## src/rtl/fifo_pkg.sv

```systemverilog
// fifo_pkg: shared definitions for the synchronous FIFO and its drain stage.
//   FIFO_DATA_WIDTH   default width of one FIFO entry
//   FIFO_ENTRIES      default FIFO depth
//   fifo_pack_state_e read-packer FSM states (FILL collects entries, OUT holds a word)
package fifo_pkg;

   localparam int FIFO_DATA_WIDTH = 8;
   localparam int FIFO_ENTRIES    = 16;

   typedef enum logic {
      FILL,
      OUT
   } fifo_pack_state_e;

endpackage

```

## src/rtl/fifo_flush_timer.sv

```systemverilog
// fifo_flush_timer: idle-cycle counter for the read packer's auto-flush.
// Only instantiated when FIFO_RD_PACKER_FLUSH_EN is defined.
// Ports:
//   clk_i  clock, rising edge
//   rst_i  synchronous active-high reset
//   clr_i  restart the count (a capture happened)
//   en_i   count this cycle (idle FILL cycle with a partial word)
//   tc_o   terminal count: TIMEOUT-th consecutive enabled cycle
module fifo_flush_timer #(
   parameter int TIMEOUT = 16
) (
   input  logic clk_i,
   input  logic rst_i,
   input  logic clr_i,
   input  logic en_i,
   output logic tc_o
);

   localparam int CW = $clog2(TIMEOUT + 1);

   logic [CW-1:0] cnt_q, cnt_d;

   // Any non-enabled cycle breaks the run, so only consecutive idle cycles count.
   always_comb begin
      cnt_d = cnt_q;
      if (clr_i || !en_i) begin
         cnt_d = '0;
      end else begin
         cnt_d = cnt_q + CW'(1);
      end
   end

   assign tc_o = en_i && !clr_i && (cnt_q == CW'(TIMEOUT - 1));

   always_ff @(posedge clk_i) begin
      if (rst_i) begin
         cnt_q <= '0;
      end else begin
         cnt_q <= cnt_d;
      end
   end

endmodule

```

## src/rtl/fifo_rd_packer.sv

```systemverilog
// fifo_rd_packer: pops DATA_WIDTH entries from a 1-cycle-latency FIFO read
// port and packs PACK_RATIO of them (first pop in lane 0) into one word on a
// valid/ready master interface.
// Optional feature macro: FIFO_RD_PACKER_FLUSH_EN adds the flush port and an
// idle timer that push out partial words (m_keep marks filled lanes).
// Ports:
//   sys_clk       clock, rising edge
//   sys_rst       synchronous active-high reset
//   fifo_empty    FIFO empty flag
//   fifo_rd_en    FIFO pop request, data returns next cycle
//   fifo_rd_data  FIFO read data
//   m_data        packed word, entry k at [k*DATA_WIDTH +: DATA_WIDTH]
//   m_keep        per-lane valid mask
//   m_valid       packed word valid (registered)
//   m_ready       consumer accepts word
//   flush         force out a partial word (FIFO_RD_PACKER_FLUSH_EN only)
//   busy          lanes filled, read in flight or word pending
module fifo_rd_packer
   import fifo_pkg::*;
#(
   parameter int DATA_WIDTH = FIFO_DATA_WIDTH,
   parameter int PACK_RATIO = 4
`ifdef FIFO_RD_PACKER_FLUSH_EN
   ,
   parameter int FLUSH_TIMEOUT = 16
`endif
) (
   input  logic                             sys_clk,
   input  logic                             sys_rst,
   input  logic                             fifo_empty,
   output logic                             fifo_rd_en,
   input  logic [DATA_WIDTH-1:0]            fifo_rd_data,
   output logic [DATA_WIDTH*PACK_RATIO-1:0] m_data,
   output logic [PACK_RATIO-1:0]            m_keep,
   output logic                             m_valid,
   input  logic                             m_ready,
`ifdef FIFO_RD_PACKER_FLUSH_EN
   input  logic                             flush,
`endif
   output logic                             busy
);

   localparam int LW = $clog2(PACK_RATIO + 1);

   fifo_pack_state_e                 state_q, state_d;
   logic [LW-1:0]                    lanes_q, lanes_d;
   logic                             inflight_q;
   logic [DATA_WIDTH*PACK_RATIO-1:0] data_q, data_d;
   logic [PACK_RATIO-1:0]            keep_q, keep_d;
   logic                             flush_req;

`ifdef FIFO_RD_PACKER_FLUSH_EN
   logic timer_tc;

   fifo_flush_timer #(
      .TIMEOUT (FLUSH_TIMEOUT)
   ) u_flush_timer (
      .clk_i (sys_clk),
      .rst_i (sys_rst),
      .clr_i (inflight_q),
      .en_i  ((state_q == FILL) && (lanes_q != '0) && !inflight_q),
      .tc_o  (timer_tc)
   );

   assign flush_req = (state_q == FILL) && (lanes_q != '0) && (flush || timer_tc);
`else
   assign flush_req = 1'b0;
`endif

   always_comb begin
      state_d    = state_q;
      lanes_d    = lanes_q;
      data_d     = data_q;
      keep_d     = keep_q;
      fifo_rd_en = 1'b0;
      case (state_q)
         FILL: begin
            // A pending flush stops new pops so no entry is left in flight
            // when the word leaves; an entry already in flight is still
            // captured and closes the word on the same edge.
            fifo_rd_en = !fifo_empty && !sys_rst && !flush_req &&
                         ((int'(lanes_q) + int'(inflight_q)) < PACK_RATIO);
            if (inflight_q) begin
               for (int unsigned k = 0; k < PACK_RATIO; k++) begin
                  if (LW'(k) == lanes_q) begin
                     data_d[k*DATA_WIDTH +: DATA_WIDTH] = fifo_rd_data;
                     keep_d[k]                          = 1'b1;
                  end
               end
               lanes_d = lanes_q + LW'(1);
               if ((lanes_d == LW'(PACK_RATIO)) || flush_req) begin
                  state_d = OUT;
               end
            end else if (flush_req) begin
               state_d = OUT;
            end
         end
         OUT: begin
            if (m_ready) begin
               state_d = FILL;
               lanes_d = '0;
               data_d  = '0;
               keep_d  = '0;
            end
         end
         default: state_d = FILL;
      endcase
   end

   always_ff @(posedge sys_clk) begin
      if (sys_rst) begin
         state_q    <= FILL;
         lanes_q    <= '0;
         inflight_q <= 1'b0;
         data_q     <= '0;
         keep_q     <= '0;
      end else begin
         state_q    <= state_d;
         lanes_q    <= lanes_d;
         inflight_q <= fifo_rd_en;
         data_q     <= data_d;
         keep_q     <= keep_d;
      end
   end

   assign m_valid = (state_q == OUT);
   assign m_data  = data_q;
   assign m_keep  = keep_q;
   assign busy    = (lanes_q != '0) || inflight_q || (state_q == OUT);

endmodule

```

## config.mk

```make
export PLATFORM = sky130hd
export DESIGN_NAME = fifo_rd_packer
export DESIGN_NICKNAME = d
export VERILOG_FILES = /design/src/rtl/fifo_pkg.sv /design/src/rtl/fifo_flush_timer.sv /design/src/rtl/fifo_rd_packer.sv
export SDC_FILE = /design/constraint.sdc
export NUM_CORES = 1
export LEC_CHECK = 0
export BUFFER_PORTS_ARGS = -buffer_cell sky130_fd_sc_hd__buf_2
export CORE_UTILIZATION = 45
export CTS_BUF_LIST = sky130_fd_sc_hd__clkbuf_16
export DETAILED_ROUTE_END_ITERATION = 10
export PLACE_DENSITY = 0.73
export SLEW_MARGIN = 20
export SYNTH_ARGS = -nofsm -noshare
export SYNTH_HDL_FRONTEND = slang
export SYNTH_SLANG_ARGS = --single-unit
```

## constraint.sdc

```tcl
create_clock -name sys_clk -period 2 [get_ports sys_clk]
set_input_delay 0.1 -clock sys_clk [delete_from_list [all_inputs] [get_ports sys_clk]]
set_output_delay 0.1 -clock sys_clk [all_outputs]
set_load 0.02 [all_outputs]
```

==> qor.yml <==
placement:
  dp_hpwl_um: 2450
  placed_area_mm2: 0.00174
  gp_congestion: 0.919
  io_buffers: 50
logic_synthesis:
  yosysUniqueCellTypes: 26
  synth_nets: 141
  yosysTopAreaCell: "dfxtp_1"
  syn_inst: 123
  ys_seq_area_share_pct: 55.7
  synthesis.area_mm2: 0.00147
  synth_area_per_cell_um2: 12.0
  ys_ff_latch: 41
  yosysWarningCount: 0
  synthDominantCellAreaShare_pct: 55.7
  synth.area.top_cells: "dfxtp_1, a22o_1, ha_1"
setup_path:
  cp-end-kind: "primary output"
  path_max_fanout: 11
  startpoint_type: "flip-flop"
  arrival_ps: 1630
  cpPeakStageDelay_ps: 570
  worstPathRequired_ps: 1900
  cp_slowest_cell: "or4_1"
  path_cells: "or4_1, a31oi_1, buf_2"
  crit_type: "flip-flop to primary output"
floorplanning:
  core_mm2: 0.00308
  initial_core_util_pct: 47.8
  die_w_um: 59.2
  ios: 51
  die_h_um: 59.2
  num_rows: 20
  die-area_mm2: 0.00351
final_layout:
  area_growth_pct: 29.1
  drive_above_1_share_pct: 35.4
  final_common_cell: "buf_2"
  insertedDiodeCount: 0
  nets: 192
  postLayoutCoreUtil_pct: 61.7
  post-route-cell-area_mm2: 0.00190
  final_cell_mix: "buf_2, dfxtp_1, a22o_1, nor2_1, ha_1"
clock_tree:
  insertion_delay_ps: 280
  cts.sinks: 41
  post_cts_resized: 0
  ctsHoldBuffers: 0
  cts_max_path_buffers: 2
  cts_made_buffers: 5
  cts-root-buf: "clkbuf_16"
  clkTransAtPathRegs_ps: 60
  htree_levels: 2
  post-cts-setup-buffers: 0
  cts_tree: "built"
routing:
  detail_route.wl_per_cell_um: 15.7
  vias: 1191
  drc_errors: 0
  initialDrtViolationCount: 74
  routed_wirelength_um: 3430
  dr.pass1.iters: 4
  antenna_left: 0
  drt-vias-per-instance: 5.44
timing:
  slew_headroom_pct: 66.4
  min_period_ps: 1730
  rsz0062_at_grt: "false"
  finalHoldViolations: 0
  worst_pin_slew_ps: 503
  post-route-period-util_pct: 86.7
  finalMaxSlewViolations: 0
  fmax_ghz: 0.577
  finalSetupViolCount: 0
  skew_ps: 4.64
  fin_tns_setup_ps: 0
pwr:
  seqPwrFrac_pct: 45.8
  sw_frac_of_total_pct: 21.4
  ir_drop_mv: 0.497
  p_int_uw: 1460
  total_leakage_power_uw: 0.000939
  powerDensity_mw_per_mm2: 978
  power.net_switching_uw: 397
  clkPwrFrac_pct: 47.3
  p_comb_share_pct: 6.9
global_routing:
  grt_first_pass_wirelength_um: 5490
  track_usage_pct: 22.1
  antenna_found_initial: 0
  grt_pass1_vias: 1091
  grt_max_degree: 13
  grt_overflow: 0
min_path:
  hold_class: "input pin to flip-flop"
outcome:
  status: "completed"
run:
  cap_violations: 0
==> sequential cells by signal, summed over array words and instances, names as in the netlist <==
| signal | count |
|---|---|
| m_valid | 1 |
| inflight_q | 1 |
| lanes_q | 3 |
| m_keep | 4 |
| m_data | 32 |
==> logic make-up after synthesis <==
logic type | Yosys count | share of synthesized area (%)
flip-flops | 41 | 55.7
multiplexers | 1 | 0.680
AO/OA/AOI/OAI | 45 | 25.7
adder cells (fa/ha/maj) | 6 | 5.10
AND/OR/NAND/NOR | 21 | 9.26
buffers and inverters | 9 | 3.48
==> worst max-delay path: cells and delay by family, from the launching register on <==
kind                   cells  cell delay [ps]
AOI/OAI and AO/OA          1              160
buffers and inverters      1              190
and+or+nand+nor            1              570
DFF                        1              430
==> stage by stage <==
step | total power (µW) | hold WS, ps | instances | setup WS (ps)
CTS | 1870 | 74.9 | 219 | 289
global route | 1930 | 85.8 | 219 | 199
finish | 1860 | 80.1 | 219 | 266
global placement | 993 | 365 | 211 | 455
detailed placement | 996 | 366 | 211 | 389
floorplan | 944 | 226 | 123 | 446
==> per-layer routing <==
metal / vias to the layer above / track usage, % / wire length, µm / part of all wire (%)
li1: 563 / - / - / -
met1: 574 / 27.3 / 1550 / 45
met2: 49 / 34.5 / 1640 / 48
met3: 5 / 6.11 / 185 / 5.4
met4: 0 / 12.2 / 59 / 1.7
met5: - / 0 / 0 / 0
==> power by group through the flow <==
stage | clock network [µW] | logic, µW | registers, µW
floorplan | 0 | 58.4 | 886
global placement | 0 | 124 | 869
detailed placement | 0 | 127 | 869
finish | 880 | 127 | 852
CTS | 888 | 128 | 851
global route | 933 | 141 | 854
==> cells in the mapped netlist, drive strengths merged <==
master	instances
a22oi	1
nand3	1
a31oi	4
nor2	9
ha	6
and3b	1
dfxtp	41
mux2i	1
and2	2
nor4b	1
nor3b	1
nor2b	2
and4bb	2
a22o	32
buf	6
inv	3
nor3	1
or4	1
a21oi	4
a21o	4
==> area by class of cell <==
cell class	count	area, µm²
Clock inverter	3	37.5
Tap cell	44	55.1
Multi-Input combinational cell	73	601
Sequential cell	41	821
Fill cell	263	1180
Timing Repair Buffer	50	250
Inverter	3	11.3
Clock buffer	5	125
==> final timing paths <==
kind	start	end	slack, ps	cells after the start
setup / recovery	m_valid	fifo_rd_en	270	3
hold / removal	fifo_empty	inflight_q	80	3
setup reg to reg	lanes_q[1]	m_data[14]	370	5
hold reg to reg	m_keep[3]	m_keep[3]	450	1
Power figures use the tool's default switching activity.
